**config.mk**
```make
export PLATFORM = sky130hd
export DESIGN_NAME = grf_sb
export DESIGN_NICKNAME = d
export VERILOG_FILES = /design/src/rtl/grf_pkg.sv /design/src/rtl/grf_sb_cnt.sv /design/src/rtl/grf_sb.sv
export SDC_FILE = /design/constraint.sdc
export NUM_CORES = 2
export LEC_CHECK = 0
export ABC_AREA = 0
export CAP_MARGIN = 20
export CORE_MARGIN = 2
export CORE_UTILIZATION = 28
export CTS_CLUSTER_DIAMETER = 150
export CTS_CLUSTER_SIZE = 40
export DETAILED_ROUTE_END_ITERATION = 7
export SYNTH_ARGS = -nofsm -noshare
export SYNTH_HDL_FRONTEND = slang
export SYNTH_SLANG_ARGS = --single-unit
```
**constraint.sdc**
```tcl
create_clock -name Clk -period 2.7 [get_ports Clk]
set_clock_uncertainty 0.05 [all_clocks]
set_input_delay 0.27 -clock Clk [delete_from_list [all_inputs] [get_ports Clk]]
set_output_delay 0.27 -clock Clk [all_outputs]
set_load 0.01 [all_outputs]
```
**src/rtl/grf_pkg.sv**
```systemverilog
// grf_pkg: shared defaults for the general-register file with scoreboard.
//   DATA_W / ADDR_W / CNT_W : default register, address and counter widths
//   ZERO_REG                : address of the hardwired-zero register
//   cnt_t                   : pending-write counter type at default width
package grf_pkg;

   localparam int unsigned DATA_W = 32;
   localparam int unsigned ADDR_W = 5;
   localparam int unsigned CNT_W  = 2;

   localparam logic [ADDR_W-1:0] ZERO_REG = '0;

   typedef logic [CNT_W-1:0] cnt_t;

endpackage

```
**src/rtl/grf_sb_cnt.sv**
```systemverilog
// grf_sb_cnt: pending-write counter for one architectural register.
// Ports:
//   Clk, Reset_n : clock (rising edge), asynchronous active-low reset
//   Inc          : accepted issue to this register (already gated by IssReady)
//   WbHit        : write-back addressed to this register this cycle
//   Flush        : clear the counter on the next edge, overriding Inc/WbHit
//   Dec          : WbHit retires an outstanding write (counter nonzero)
//   Under        : WbHit with nothing outstanding
//   Full         : counter saturated
//   Busy         : registered counter nonzero
//   Pend         : counter still nonzero after this cycle's retirement
module grf_sb_cnt #(
   parameter int unsigned CNT_W = $bits(grf_pkg::cnt_t)
) (
   input  logic Clk,
   input  logic Reset_n,
   input  logic Inc,
   input  logic WbHit,
   input  logic Flush,
   output logic Dec,
   output logic Under,
   output logic Full,
   output logic Busy,
   output logic Pend
);

   logic [CNT_W-1:0] cnt;
   logic [CNT_W-1:0] cnt_nxt;

   always_comb begin
      Dec     = WbHit & (cnt != '0);
      Under   = WbHit & (cnt == '0);
      Full    = (cnt == '1);
      Busy    = (cnt != '0);
      Pend    = ((cnt - CNT_W'(Dec)) != '0);
      cnt_nxt = cnt;
      if (Flush) begin
         cnt_nxt = '0;
      end else begin
         // Inc on a full counter only arrives together with Dec, so no wrap.
         cnt_nxt = cnt + CNT_W'(Inc) - CNT_W'(Dec);
      end
   end

   always_ff @(posedge Clk or negedge Reset_n) begin
      if (!Reset_n) begin
         cnt <= '0;
      end else begin
         cnt <= cnt_nxt;
      end
   end

endmodule

```
**src/rtl/grf_sb.sv**
```systemverilog
// grf_sb: parametrised general-register file with pending-write scoreboard.
// Register 0 reads as zero; one write-back port with write-through bypass;
// NUM_RD combinational read ports, each reporting whether its register still
// has an outstanding write.
// Ports:
//   Clk, Reset_n        : clock (rising edge), asynchronous active-low reset
//   RAddr / RData / RBusy : read addresses, data and busy flags, port k sliced
//                         [k*ADDR_W +: ADDR_W] / [k*DATA_W +: DATA_W] / [k]
//   IssValid / IssAddr / IssReady : issue handshake marking a register pending
//   RegWrite / WAddr / WData      : write-back port
//   Flush   : clear all pending counters (data unaffected)
//   AnyBusy : some registered counter nonzero
//   Err     : sticky, write-back to a nonzero register with nothing pending
// Optional: define GRF_WRITE_LOG_EN to print "$<addr> <= <data>" on each
// write-back edge (simulation trace only).
module grf_sb #(
   parameter int unsigned DATA_W = grf_pkg::DATA_W,
   parameter int unsigned ADDR_W = grf_pkg::ADDR_W,
   parameter int unsigned NUM_RD = 2,
   parameter int unsigned CNT_W  = grf_pkg::CNT_W
) (
   input  logic                     Clk,
   input  logic                     Reset_n,
   input  logic [NUM_RD*ADDR_W-1:0] RAddr,
   output logic [NUM_RD*DATA_W-1:0] RData,
   output logic [NUM_RD-1:0]        RBusy,
   input  logic                     IssValid,
   input  logic [ADDR_W-1:0]        IssAddr,
   output logic                     IssReady,
   input  logic                     RegWrite,
   input  logic [ADDR_W-1:0]        WAddr,
   input  logic [DATA_W-1:0]        WData,
   input  logic                     Flush,
   output logic                     AnyBusy,
   output logic                     Err
);

   import grf_pkg::*;

   localparam int unsigned DEPTH = 1 << ADDR_W;

   logic [DATA_W-1:0] regs [DEPTH];
   logic [DEPTH-1:0]  dec_v, under_v, full_v, busy_v, pend_v, inc_v, wbhit_v;
   logic              err_q;

   // Register 0 has no counter: it never pends, fills or underflows.
   assign dec_v[0]   = 1'b0;
   assign under_v[0] = 1'b0;
   assign full_v[0]  = 1'b0;
   assign busy_v[0]  = 1'b0;
   assign pend_v[0]  = 1'b0;
   assign inc_v[0]   = 1'b0;
   assign wbhit_v[0] = 1'b0;

   genvar r;
   generate
      for (r = 1; r < DEPTH; r++) begin : g_cnt
         assign wbhit_v[r] = RegWrite & (WAddr == ADDR_W'(r));
         assign inc_v[r]   = IssValid & IssReady & (IssAddr == ADDR_W'(r));

         grf_sb_cnt #(
            .CNT_W (CNT_W)
         ) u_cnt (
            .Clk     (Clk),
            .Reset_n (Reset_n),
            .Inc     (inc_v[r]),
            .WbHit   (wbhit_v[r]),
            .Flush   (Flush),
            .Dec     (dec_v[r]),
            .Under   (under_v[r]),
            .Full    (full_v[r]),
            .Busy    (busy_v[r]),
            .Pend    (pend_v[r])
         );
      end
   endgenerate

   // A saturated destination is accepted when the same cycle retires one.
   always_comb begin
      IssReady = !Flush & ((IssAddr == ADDR_W'(ZERO_REG)) | !full_v[IssAddr] | dec_v[IssAddr]);
   end

   always_comb begin
      logic [ADDR_W-1:0] ra;
      ra    = '0;
      RData = '0;
      RBusy = '0;
      for (int unsigned k = 0; k < NUM_RD; k++) begin
         ra = RAddr[k*ADDR_W +: ADDR_W];
         if (ra == ADDR_W'(ZERO_REG)) begin
            RData[k*DATA_W +: DATA_W] = '0;
         end else if (RegWrite && (ra == WAddr)) begin
            RData[k*DATA_W +: DATA_W] = WData;
         end else begin
            RData[k*DATA_W +: DATA_W] = regs[ra];
         end
         RBusy[k] = pend_v[ra];
      end
   end

   always_ff @(posedge Clk or negedge Reset_n) begin
      if (!Reset_n) begin
         for (int unsigned i = 0; i < DEPTH; i++) begin
            regs[i] <= '0;
         end
      end else if (RegWrite && (WAddr != ADDR_W'(ZERO_REG))) begin
         regs[WAddr] <= WData;
      end
   end

   always_ff @(posedge Clk or negedge Reset_n) begin
      if (!Reset_n) begin
         err_q <= 1'b0;
      end else if (|under_v) begin
         err_q <= 1'b1;
      end
   end

   assign Err     = err_q;
   assign AnyBusy = |busy_v;

`ifdef GRF_WRITE_LOG_EN
   always_ff @(posedge Clk) begin
      if (Reset_n && RegWrite) begin
         $display("$%d <= %h", WAddr, WData);
      end
   end
`else
   // No write trace in the default build.
`endif

endmodule

```
# After elaboration in Yosys (flattened, before gate mapping)
# Cells that the tools add are included.
# word_totals
ff_bits	1087
out_inout_bits	69
wordCells	547
# op_classes
addsub	93
n_lt_le_gt_ge	7
eq_ne	95
muxes	52
n_bitwise	131
n_reduce_logical	105
# ops
op	count
$bwmux W1024	1
$bmux W32 S5	2
$mux W32	9
$demux W32 S5	1
$eq A5 B5 Y1 const B	32
$and A1 B1 Y1	126
$reduce_bool A2 Y1	62
$sub A2 B1 Y2	62
$eq A5 B4 Y1 const B	16
$add A2 B1 Y2	31
$eq A2 B2 Y1 const B	31
$logic_not A2 Y1	31
$mux W2	31
$reduce_or A31 Y1	2
$eq A5 B3 Y1 const B	8
$bmux W1 S5	4
$eq A5 B2 Y1 const B	4
$ge A6 B6 Y1 const B	3
$lt A5 B6 Y1 const B	3
$not A5 Y6	3
$logic_not A5 Y1	3
$eq A5 B1 Y1 const B	2
$eq A5 B5 Y1	2
$lt A6 B1 Y1 const B	1
other kinds (5)	13

# Logic depth before layout (Yosys ltp)
# depth
ltp_word	12
mapped_depth	17

# Cells and area by module
# From an unflattened synthesis, not the netlist that was laid out.
# hier_totals
cells_unflattened	5080
hier_area_um2	60981.0
# modules_own_cells
mod	n_inst	cells_each	area_per_inst_um2	seq_area_each_um2
grf_sb	1	4522	56171.4	25649.6
grf_sb_cnt	31	18	155.1	50.0

# Least setup slack after synthesis
# OpenSTA, ideal clock, no wires.
# synth_path
kind	input to register
startpoint	input WAddr[0]
endpoint	register g_cnt[17].u_cnt.cnt[1]
setup_time_ps	132
arrival_ps	2931
t_required_ps	2518
slack_ps	-413
stages	16
path_cell_list	buf_2 > buf_6 > or4b_4 > nor4_2 > a211oi_1 > a211oi_1 > nor3_1 > o22ai_2 > buf_4 > nand4_1 > ha_1 > inv_1 > ha_1 > xor2_1 > xnor2_1 > nor2_1
# synth_between
elab_chain_cells	12
# synth_lines
item	line_no	source
start, declared	grf_sb.sv:31	input logic [ADDR_W-1:0] WAddr,
$eq A5 B1 Y1 (tied with other cells)	grf_sb.sv:58	assign wbhit_v[r] = RegWrite & (WAddr == ADDR_W'(r));
$and A1 B1 Y1	grf_sb.sv:58	
$and A1 B1 Y1	grf_sb_cnt.sv:31	Dec = WbHit & (cnt != '0);
$bmux W1 S5	grf_sb.sv:80	IssReady = !Flush & ((IssAddr == ADDR_W'(ZERO_REG)) | !full_v[IssAddr] | dec_v[IssAddr]);
$mux W1 (not written as such)	grf_sb.sv:80	
$or A1 B1 Y1	grf_sb.sv:80	
$and A1 B1 Y1	grf_sb.sv:80	
$and A1 B1 Y1 (2 in series)	grf_sb.sv:59	assign inc_v[r] = IssValid & IssReady & (IssAddr == ADDR_W'(r));
$add A2 B1 Y2	grf_sb_cnt.sv:41	cnt_nxt = cnt + CNT_W'(Inc) - CNT_W'(Dec);
$sub A2 B1 Y2 (*)	grf_sb_cnt.sv:41	
$mux W2 (*)	grf_sb_cnt.sv:37	if (Flush) begin
named net g_cnt[17].u_cnt.cnt_nxt[1]	grf_sb_cnt.sv:28	logic [CNT_W-1:0] cnt_nxt;
end signal, assigned	grf_sb_cnt.sv:49	cnt <= cnt_nxt;
end, declared	grf_sb_cnt.sv:27	logic [CNT_W-1:0] cnt;
# The timed path passes the listed nets; every way through them passes the cells marked *. The select of a mux whose other input is x is not followed.
# A chain may end at the register's enable or synchronous reset.

# Worst setup path after layout
# layout_path
startpoint	register g_cnt[25].u_cnt.cnt[1]
endpoint	output IssReady
# layout_between
elab_chain_cells	7
# layout_lines
item	line_no	source
start, declared	grf_sb_cnt.sv:27	
start signal, assigned	grf_sb_cnt.sv:49	
$eq A2 B2 Y1	grf_sb_cnt.sv:33	Full = (cnt == '1);
$bmux W1 S5	grf_sb.sv:80	
$mux W1 (not written as such)	grf_sb.sv:80	
$logic_not A1 Y1	grf_sb.sv:80	
$or A1 B1 Y1	grf_sb.sv:80	
$or A1 B1 Y1 (*)	grf_sb.sv:80	
$and A1 B1 Y1 (*)	grf_sb.sv:80	
end, declared	grf_sb.sv:29	output logic IssReady,
# Mark *: on every way between the ends. The rest lies on a longest branch, timed or not. The select of a mux whose other input is x is not followed.

==> impl_results.md <==
- Status: complete, but fails checks
- Failing checks: setup timing
- Share of cells above drive strength 1: 52.0%
- Deepest clock path buffer count: 3
- Max stage delay on crit path: 0.40 ns
- GRT Residual Overflow: 0
- Clock Power Share: 19.2%
- Worst Setup SP: g_cnt[25].u_cnt.cnt[1]$_DFF_PN0_
- Peak supply drop: 416 uV
- DR WL/cell: 26.3 um
- P_leak: 32.0 nW
- Commonest non-fill, non-tap cell in the layout: dfrtp_1
- Initial Util: 28.2%
- RSZ-0062 raised after global routing: true
- CP Data Required Time: 2.38 ns
- Setup-violating endpoint count in the final report: 130
- Worst-margin pin slew: 1.06 ns
- Highest net fanout along the worst path: 3
- Iter 0 DRT Violations: 3,765
- Vias in the first global route: 43,300
- Via-to-Cell Ratio: 5.40
- First-pass GRT wire length: 300,000 um
- CORE AREA: 0.215 mm^2
- Maxcap violations: 0
- Worst path arrival time: 2.91 ns
- Final worst setup slack: -0.529 ns
- Fin crit share: 120%
- Worst rel slew slack: 29.1%
- Worst Path Buf+Inv: 3
- Cell Rows: 170
- TritonCTS Buffers: 34
- Clk slew on worst S/H paths: 0.15 ns
- Pint: 29.1 mW
- Top_reg_cell synth: dfrtp_1
- Share of the synthesized area in the top cell type: 44.9%
- Largest net degree at the start of global routing: 88
- Post-synth EDFFs: 0
- Remaining antenna violation count after routing: 0
- Net Sw Frac: 29.4%
- Die W: 469 um
- Power Total: 41.2 mW
- DRC viols: 0
- Synth Cell Area: 0.0606 mm^2
- Fraction of registers with async set/reset: 100%
- Htree depth: 2
- Routability cong.: 0.937
- Die ar.: 0.220 mm^2
- Critical Path Source Type: register
- Diode count: 0
- Crit path max-delay family: compound AO/OA/AOI/OAI gates
- HP Class: in2async
- Final wirelength: 203,000 um
- Tmin final: 3.23 ns
- R2R Path Start: g_cnt[25].u_cnt.cnt[1]$_DFF_PN0_
- Syn Area/Cell: 13.6 um^2
- Crit-path cells: o21ai_0 -> o32ai_1 -> a211o_1 -> a2111oi_4 -> buf_4 -> o22ai_4 -> buf_12 -> nor2b_1 -> buf_2
- Overall Global Routing Usage: 18.1%
- Initial antenna violation count: 1
- Area Growth Syn to Fin: 21.3%
- Max Fclk: 0.310 GHz
- Pre-antenna DRT Iters: 5
- Number of top-level pins: 126
- Slew Limit Fails: 0
- Vias: 41,500
- Nets@finish: 4,972
- Flop pwr share: 51.5%
- Commonest non-fill, non-tap cells in the layout: dfrtp_1, mux2_2, mux4_2
- Area leader, netlist: dfrtp_1
- Clock Tree Root: clkbuf_16
- WS Path Type: reg2out
- R2R Setup Slk: -0.48 ns
- Utilization after layout: 34.2%
- Crit end category: output port
- Synth area leaders: dfrtp_1, mux4_2, mux2_2
- Seq cells post-synth: 1,087
- CP max-delay cell: dfrtp_1
- Die Ht: 469 um
- Worst-Skew Late Latency: 0.68 ns
- Logic pwr share: 29.3%
- Post-Syn Instances: 4,450
- Sw power: 12.1 mW
- PD cells: 560 mW/mm^2
- Hpwl dp: 132,000 um
- Final Hold Viols: 0
- Syn_nets: 4,569
- IO Port Bufs: 125
- Ys Warns: 0
- CTS tree: done
- Sequential fraction of the synthesis area: 44.9%
- TritonCTS Sinks: 1,087
- Synth cell types: 70
flip-flops by register name, summed over array words and instances, names as in the netlist:
name,cells
regs,1024
g_cnt.u_cnt.cnt,62
Err,1
cell usage after synthesis, drive strengths merged, types with 43 or more instances:
cell type and number:
nor2b 43, nor2 203, mux4 648, nand2 645, clkbuf 353, ha 62
dfrtp 1087, inv 44, mux2i 66, a211oi 69, buf 112, mux2 804
power by group through the flow:
stage / sequential [mW] / clock [mW] / combinational (mW)
after detailed placement: 21.5 / 0 / 11.5
final: 21.2 / 7.89 / 12.1
after CTS: 21.1 / 8.16 / 12.0
after floorplan: 20.8 / 0 / 7.48
after global placement: 21.2 / 0 / 11.3
after global routing: 21.6 / 8.61 / 12.9
metrics by stage:
step | hold slack, ns | setup WS, ns | TNS [ns] | instances | instance area (um^2)
global placement | 0.215 | -1.19 | -171.21 | 7602 | 70600
finish | 0.0701 | -0.529 | -41.68 | 7697 | 73500
detailed placement | 0.223 | -1.16 | -174.73 | 7602 | 70600
floorplan | -0.0756 | -0.333 | -14.72 | 4450 | 60700
global route | 0.0772 | -0.615 | -54.05 | 7697 | 73500
CTS | 0.0506 | -0.656 | -54.15 | 7695 | 72700
timing repair:
action,CTS,global route
gates cloned,1,0
setup endpoints to repair,131,130
endpoints found under the hold margin,378,0
buffers inserted,77,25
hold buffers,1,0
resized for setup,453,189
pin swaps,77,76
cell type report:
cell class	instances	area [um^2]
tap	2838	3550
timing repair buffer	832	8400
clock inverter	6	135
clock buffer	36	890
inverter	45	169
fill	20700	141000
multi-input combinational	2853	33200
sequential	1087	27200
final timing paths:
check	to	cells after the start
max	IssReady	9
min	regs[605]$_DFFE_PN0P_	2
max reg2reg	g_cnt[7].u_cnt.cnt[1]$_DFF_PN0_	14
min reg2reg	regs[1009]$_DFFE_PN0P_	0
max in group asynchronous	regs[279]$_DFFE_PN0P_	4
min in group Clk	g_cnt[1].u_cnt.cnt[1]$_DFF_PN0_	3
per-layer routing:
metal | up-vias | wire, um | track usage (%)
met4 | 2 | 8060 | 6.36
li1 | 17300 | - | -
met3 | 378 | 11400 | 2.12
met2 | 1543 | 99000 | 30.5
met5 | - | 13 | 0
met1 | 22400 | 84200 | 24.0
kinds of logic (layout without fill, tap and decap cells):
group / count (synthesis) / after routing / synth area share (%)
fa+ha+maj: 62 / 62 / 1.28
flops: 1087 / 1087 / 44.9
xor+xnor: 72 / 72 / 1.04
compound gates: 193 / 193 / 2.30
simple gates: 1008 / 1008 / 7.06
mux: 1518 / 1518 / 40.1
buf+inv: 510 / 919 / 3.35
Power figures use the tool's default switching activity.
